<file path="src/rtl/mmio_board_io.sv">
// Memory-mapped board I/O: debounced buttons, switch latch, staged LED commit,
// sticky W1C status, press counters and a maskable level interrupt.
module mmio_board_io #(
    parameter int SW_W    = 16,
    parameter int LED_W   = 12,
    parameter int DEB_CYC = 4,
    parameter int CNT_W   = 16
) (
    input  logic             clk,
    input  logic             reset,
    input  logic             rd_en,
    input  logic             wr_en,
    input  logic [2:0]       addr,
    input  logic [31:0]      wdata,
    output logic [31:0]      rdata,
    output logic             rvalid,
    input  logic             btn_l,
    input  logic             btn_r,
    input  logic [SW_W-1:0]  sw_in,
    output logic [LED_W-1:0] led_out,
    output logic             irq
);
    localparam int DW = (DEB_CYC > 1) ? $clog2(DEB_CYC) : 1;

    // index 0 = left button, 1 = right button
    logic [1:0]      r_btn_s1, r_btn_s2;
    logic [SW_W-1:0] r_sw_s1, r_sw_s2;
    logic [1:0]      w_press;

    always_ff @(posedge clk) begin
        if (reset) begin
            r_btn_s1 <= '0;
            r_btn_s2 <= '0;
            r_sw_s1  <= '0;
            r_sw_s2  <= '0;
        end else begin
            r_btn_s1 <= {btn_r, btn_l};
            r_btn_s2 <= r_btn_s1;
            r_sw_s1  <= sw_in;
            r_sw_s2  <= r_sw_s1;
        end
    end

    generate
        for (genvar g = 0; g < 2; g++) begin : g_deb
            logic          r_deb;
            logic [DW-1:0] r_dcnt;
            logic          w_flip;

            // The flip happens on the DEB_CYC-th consecutive differing sample.
            assign w_flip     = (r_btn_s2[g] != r_deb) && (r_dcnt == DW'(DEB_CYC - 1));
            assign w_press[g] = w_flip & r_btn_s2[g];

            always_ff @(posedge clk) begin
                if (reset) begin
                    r_deb  <= 1'b0;
                    r_dcnt <= '0;
                end else if (r_btn_s2[g] == r_deb) begin
                    r_dcnt <= '0;
                end else if (w_flip) begin
                    r_deb  <= r_btn_s2[g];
                    r_dcnt <= '0;
                end else begin
                    r_dcnt <= r_dcnt + DW'(1);
                end
            end
        end
    endgenerate

    logic [LED_W-1:0] r_staging;
    logic [SW_W-1:0]  r_sw_latch;
    logic             r_sw_rdy, r_led_done;
    logic [1:0]       r_irq_en;
    logic [CNT_W-1:0] r_lcnt, r_rcnt;
    logic [31:0]      w_rd_mux;
    logic             w_wr_stat, w_wr_led, w_wr_en, w_wr_cnt, w_rd_sw;
    logic             w_unused;

    assign w_wr_stat = wr_en && (addr == 3'd0);
    assign w_wr_led  = wr_en && (addr == 3'd1);
    assign w_wr_en   = wr_en && (addr == 3'd3);
    assign w_wr_cnt  = wr_en && (addr == 3'd4);
    assign w_rd_sw   = rd_en && (addr == 3'd2);
    assign w_unused  = &{1'b0, wdata};

    always_comb begin
        w_rd_mux = '0;
        case (addr)
            3'd0:    w_rd_mux = {30'b0, r_led_done, r_sw_rdy};
            3'd1:    w_rd_mux = 32'(r_staging);
            3'd2:    w_rd_mux = 32'(r_sw_latch);
            3'd3:    w_rd_mux = {30'b0, r_irq_en};
            3'd4:    w_rd_mux = {16'(r_lcnt), 16'(r_rcnt)};
            default: w_rd_mux = '0;
        endcase
    end

    always_ff @(posedge clk) begin
        if (reset) begin
            r_staging  <= '0;
            r_sw_latch <= '0;
            r_sw_rdy   <= 1'b0;
            r_led_done <= 1'b0;
            r_irq_en   <= '0;
            r_lcnt     <= '0;
            r_rcnt     <= '0;
            led_out    <= '0;
            rdata      <= '0;
            rvalid     <= 1'b0;
            irq        <= 1'b0;
        end else begin
            rvalid <= rd_en;
            if (rd_en)
                rdata <= w_rd_mux;
            irq <= |({r_led_done, r_sw_rdy} & r_irq_en);

            if (w_wr_led)
                r_staging <= wdata[LED_W-1:0];
            if (w_wr_en)
                r_irq_en <= wdata[1:0];

            if (w_press[1]) begin
                r_sw_latch <= r_sw_s2;
                r_sw_rdy   <= 1'b1;
            end else if ((w_wr_stat && wdata[0]) || w_rd_sw) begin
                r_sw_rdy <= 1'b0;
            end

            // An LED write beats a coincident commit: the new staging is not yet shown.
            if (w_press[0])
                led_out <= r_staging;
            if (w_wr_led)
                r_led_done <= 1'b0;
            else if (w_press[0])
                r_led_done <= 1'b1;
            else if (w_wr_stat && wdata[1])
                r_led_done <= 1'b0;

            if (w_press[0])
                r_lcnt <= w_wr_cnt ? CNT_W'(1) : r_lcnt + CNT_W'(1);
            else if (w_wr_cnt)
                r_lcnt <= '0;
            if (w_press[1])
                r_rcnt <= w_wr_cnt ? CNT_W'(1) : r_rcnt + CNT_W'(1);
            else if (w_wr_cnt)
                r_rcnt <= '0;
        end
    end
endmodule
</file>
<file path="config.mk">
export PLATFORM = sky130hd
export DESIGN_NAME = mmio_board_io
export DESIGN_NICKNAME = d
export VERILOG_FILES = /design/src/rtl/mmio_board_io.sv
export SDC_FILE = /design/constraint.sdc
export NUM_CORES = 1
export LEC_CHECK = 0
export CELL_PAD_IN_SITES_DETAIL_PLACEMENT = 0
export CELL_PAD_IN_SITES_GLOBAL_PLACEMENT = 1
export CORE_MARGIN = 1
export CORE_UTILIZATION = 42
export DETAILED_ROUTE_END_ITERATION = 10
export PLACE_DENSITY = 0.94
export SLEW_MARGIN = 20
export SYNTH_ARGS = -nofsm -noshare
export SYNTH_HDL_FRONTEND = slang
export SYNTH_SLANG_ARGS = --single-unit
</file>
<file path="constraint.sdc">
create_clock -name clk -period 3.15 [get_ports clk]
set_input_delay 0.315 -clock clk [delete_from_list [all_inputs] [get_ports clk]]
set_output_delay 0.315 -clock clk [all_outputs]
set_load 0.03 [all_outputs]
</file>
* Yosys cells after proc, flatten, opt, wreduce, memory -nomap -nowiden
Cells that the tools add are included.
** Word-level totals
- Input bits :: 57
- Register bits :: 152
** Cells by class
- Equality and inequality tests :: 10
- Bitwise gates (word level) :: 5
- Reduce and logical (&&, ||, !) cells :: 21
- Add/subtract/negate cells :: 4
- Multiplexer cells :: 10
** Operators with widths (number)
- $pmux 32 s5 :: 1
- $mux 16 :: 5
- $add 16x1->16 const B :: 2
- $logic_and 1x1->1 :: 9
- $reduce_bool 2->1 :: 4
- $eq 3x2->1 const B :: 2
- $reduce_or 3->1 :: 2
- $add 2x1->2 const B :: 2
- $eq 2x2->1 const B :: 2
- $mux 1 :: 4
- $reduce_and 2->1 :: 2
- $reduce_or 2->1 :: 2
- $eq 3x1->1 const B :: 1
- $eq 3x3->1 const B :: 1
- $logic_not 3->1 :: 1
- $and 1x1->1 :: 2
- $and 2x2->2 :: 1
- $eq 1x1->1 :: 2
- $ne 1x1->1 :: 2
- $not 1->1 :: 2
- $logic_or 1x1->1 :: 1

* Logic depth before layout (Yosys ltp)
- Depth after elaboration :: 6
- Gate-level depth with buffers :: 7
- Gate-level depth less buffers :: 5

* Worst setup path before layout
Ideal clock, no wire load.
- Kind :: reg-to-reg
- Start point :: reg g_deb[0].r_dcnt[0]
- End point :: reg r_lcnt[15]
- Clock period less this slack :: 1755 ps
- Slack :: 1395 ps
- Path buffers :: 1
- Cell stages (with the launch flop) :: 7
- Data arrival time :: 1685 ps
- Cell sequence :: dfxtp_1 ha_1 nand3b_1 or2_1 clkbuf_1 or4_1 a21oi_1
** Between the ends
- Cells in the longest elaborated chain, start to end :: 4
- Elaborated cells between the ends (all ways) :: 5
- Classes of those cells :: eq/ne: 1; mux: 1; bitwise: 1; reduce/logical: 2
** RTL lines
- start: declaration :: RTL line 47 : logic [DW-1:0] r_dcnt;
- start signal: assignment :: RTL line 64 : r_dcnt <= r_dcnt + DW'(1);
- $eq 2x2->1 * :: RTL line 51 : assign w_flip = (r_btn_s2[g] != r_deb) && (r_dcnt == DW'(DEB_CYC - 1));
- $logic_and 1x1->1 * :: RTL line 51
- $and 1x1->1 * :: RTL line 52 : assign w_press[g] = w_flip & r_btn_s2[g];
- $mux 16 / $reduce_bool 2->1 (equally long branches)
- end signal: assignment :: RTL line 140 : r_lcnt <= w_wr_cnt ? CNT_W'(1) : r_lcnt + CNT_W'(1);
- end: declaration :: RTL line 74 : logic [CNT_W-1:0] r_lcnt, r_rcnt;
Every way passes the cells marked *; elsewhere a longest branch is shown, timed or not.
A chain may end at the register's enable or synchronous reset.

* Final worst setup path
- Start point :: reg r_lcnt[3]
- End point :: reg r_lcnt[15]
** Between the ends
- Cells in the longest elaborated chain, start to end :: 3
** RTL lines
- $add 16x1->16 :: RTL line 140
- $mux 16 :: RTL line 140
- $mux 16 :: RTL line 139 : if (w_press[0])
Every way passes these cells.

==> out/qor.yml <==
status: "finished clean"
relSlewSlack_pct: 35.1
synthArstFlopShare_pct: 0
grt_pass1_vias: 4312
yosys-top-cells-area: "dfxtp_1 (53%), nand2_1 (7.3%), nor2b_1 (6.8%)"
grt_pass1_wl_microns: 20600
fp.dieH_microns: 118
maxSlewViolCount: 0
die_x_microns: 118
grt_max_degree: 66
synth_nets: 702
postCtsSetupBuffers: 0
hp-class: "primary input to flip-flop"
synth_flop_cell: "dfxtp_1"
cts_made_buffers: 17
min_period_ns: 1.93
fmax_mhz: 518
drtIter0Drc: 259
fin_util_pct: 54.8
start_util_pct: 43.0
setup_viol: 0
synth_top_cell_by_area: "dfxtp_1"
synth_top_area_share_pct: 53.5
arrival_ns: 2.28
swShare_pct: 21.3
num_rows: 42
cts-htree-levels: 4
cts.sinks: 152
worst_ep_required_time_ns: 3.50
worstSetupStartpointType: "flip-flop"
drtPass1Iterations: 4
cp-end-kind: "flip-flop"
power.net_switching_uw: 885
hold_viol: 0
tightestPinTransition_ns: 0.969
synth-seq-cells: 152
clockBufferDepth: 2
post_dp_cell_area_sq_um: 6650
maxCapViolCount: 0
wl_microns: 12600
placedCellCount: 870
peakVddDrop_mv: 0.449
tritoncts: "built"
drc: 0
synth_edf_count: 0
seq_power_share_pct: 47.2
rsz0062_at_grt: "false"
viasPerCell: 5.09
tns_ns: 0
synth_area_sq_um: 5690
dieArea_sq_um: 14000
syn_avg_cell_area_sq_um: 8.88
power_density_nw_per_um2: 573
synth-seq-area-share_pct: 53.5
final-instance-count-excl-fill: 902
synthDistinctLibCells: 44
power_leakage_nw: 2.54
p_clk_share_pct: 49.2
coreArea_sq_um: 13200
clock_skew_ns: 0.0120
n_antenna_cell: 0
fin_area_sq_um: 7250
syn2layout_area_growth_pct: 27.4
ys.warnings.count: 0
wl_per_cell_microns: 13.9
grt-ovfl-total: 0
cts_root_buf: "clkbuf_16"
crit_fanout: 10
cts-resized-gates: 0
worstSkewPairLatency_ns: 0.42
fin_crit_sh_pct: 61.3
ioPinCount: 103
intPower_mw: 3.27
postSynthCellCount: 641
cts-hold-fix-buffers: 0
nets: 774
port_buffers: 82
hpwl_microns: 8790
path_class: "flip-flop to flip-flop"
vias: 4591
drive_gt1_share_pct: 7.44
gp_congestion: 0.838
clk_pin_slew_ns: 0.06
track_usage_pct: 18.6
combinationalPowerShare_pct: 3.7
drtAntennaViolNets: 0
antenna_found_initial: 0
[final timing paths]
check / startpoint / slack (ns) / to / cells after the start
setup / recovery: r_lcnt[3]$_SDFFE_PP0P_ / 1.22 / r_lcnt[15]$_SDFFE_PP0P_ / 4
hold / removal: reset / 0.35 / r_rcnt[0]$_SDFFE_PP0P_ / 2
setup reg to reg: r_lcnt[3]$_SDFFE_PP0P_ / 1.22 / r_lcnt[15]$_SDFFE_PP0P_ / 4
hold reg to reg: g_deb[0].r_dcnt[0]$_SDFF_PP0_ / 0.42 / g_deb[0].r_dcnt[0]$_SDFF_PP0_ / 1
[cell usage in the layout, fill, tap and decap left out, types with 3 or more instances in the layout]
cell             count
nand4_1             10
a21oi_1             75
clkinv_2             5
o31ai_1              3
nor2_1              51
nand3_1              8
clkbuf_16           17
nor3_1               7
a22oi_1             11
or4_1                4
buf_4               11
ha_1                 4
mux2i_1              6
and2_1               3
clkdlybuf4s50_1     81
clkinvlp_4           3
or3_2                3
a22o_1               4
bufinv_16            3
nor4_1               3
or3_1                8
dfxtp_1            152
xor2_1               7
nand2_1            111
nor2b_1             62
a2bb2oi_1           12
xnor2_1             13
o21ai_0             17
nand3b_1             3
[registers in the layout (all words and copies together), names as in the netlist]
signal and flops:
r_sw_s2 16, r_rcnt 16, g_deb.r_dcnt 4, g_deb.r_deb 2, r_staging 12, rvalid 1
rdata 32, r_btn_s1 2, r_lcnt 16, r_led_done 1, r_sw_rdy 1, r_irq_en 2
r_sw_latch 16, r_sw_s1 16, led_out 12, irq 1, r_btn_s2 2
[worst max-delay path, stage by stage, from the launching register on]
cell and delay, ns:
dfxtp_1 0.48, nand4_2 0.14, or3_1 0.54, or4_1 0.55
a21oi_1 0.15
[layer usage]
layer  part of all wire, %  GRT usage [%]  wire length, microns
met4                   1.4           8.31                   170
met5                     0              0                     0
met2                    48           30.5                  6070
met3                   4.7           4.83                   596
met1                    46           22.9                  5730
[power by group through the flow]
| stage | sequential, mW | clock [mW] | combinational (mW) |
|---|---|---|---|
| 4_1_cts | 1.96 | 2.08 | 0.153 |
| 3_5_place_dp | 2.00 | 0 | 0.152 |
| 5_1_grt | 1.96 | 2.16 | 0.165 |
| 3_3_place_gp | 2.00 | 0 | 0.148 |
| 6_report | 1.96 | 2.04 | 0.152 |
| 2_1_floorplan | 2.00 | 0 | 0.0807 |
[cell usage after synthesis, types with 3 or more instances]
cell type	number
dfxtp_1	152
nand2_1	111
a21oi_1	75
nor2b_1	62
nor2_1	51
clkbuf_1	30
o21ai_0	17
xnor2_1	13
a2bb2oi_1	12
a22oi_1	11
nand4_1	10
nand3_1	8
or3_1	8
nor3_1	7
xor2_1	7
mux2i_1	6
buf_2	5
a22o_1	4
buf_1	4
ha_1	4
or4_1	4
and2_1	3
nand3b_1	3
nor4_1	3
o31ai_1	3
or3_2	3
[stage by stage]
step / setup WS [ns] / power (mW) / hold WS [ns]
after floorplan: 1.40 / 2.08 / 0.397
after global placement: 0.871 / 2.15 / 0.405
after detailed placement: 0.829 / 2.15 / 0.412
after CTS: 1.22 / 4.20 / 0.328
after global routing: 1.12 / 4.28 / 0.361
final: 1.22 / 4.15 / 0.350
[final cells by class]
class	instances	area [sq um]
sequential	152	3040
inverter	2	7.51
multi-input combinational	448	2490
clock inverter	15	175
fill	1207	5990
clock buffer	17	425
tap	176	220
timing repair buffer	92	893
[cell families (layout without fill, tap and decap cells)]
family          count (synthesis)  in the layout  share of synthesized area (%)
fa+ha+maj                       4              4                          0.880
buf+inv                        41            126                           2.81
flops                         152            152                           53.5
compound gates                125            125                           12.9
simple gates                  291            291                           25.4
mux                             8              8                           1.45
xor+xnor                       20             20                           3.08
Power figures use the tool's default switching activity.
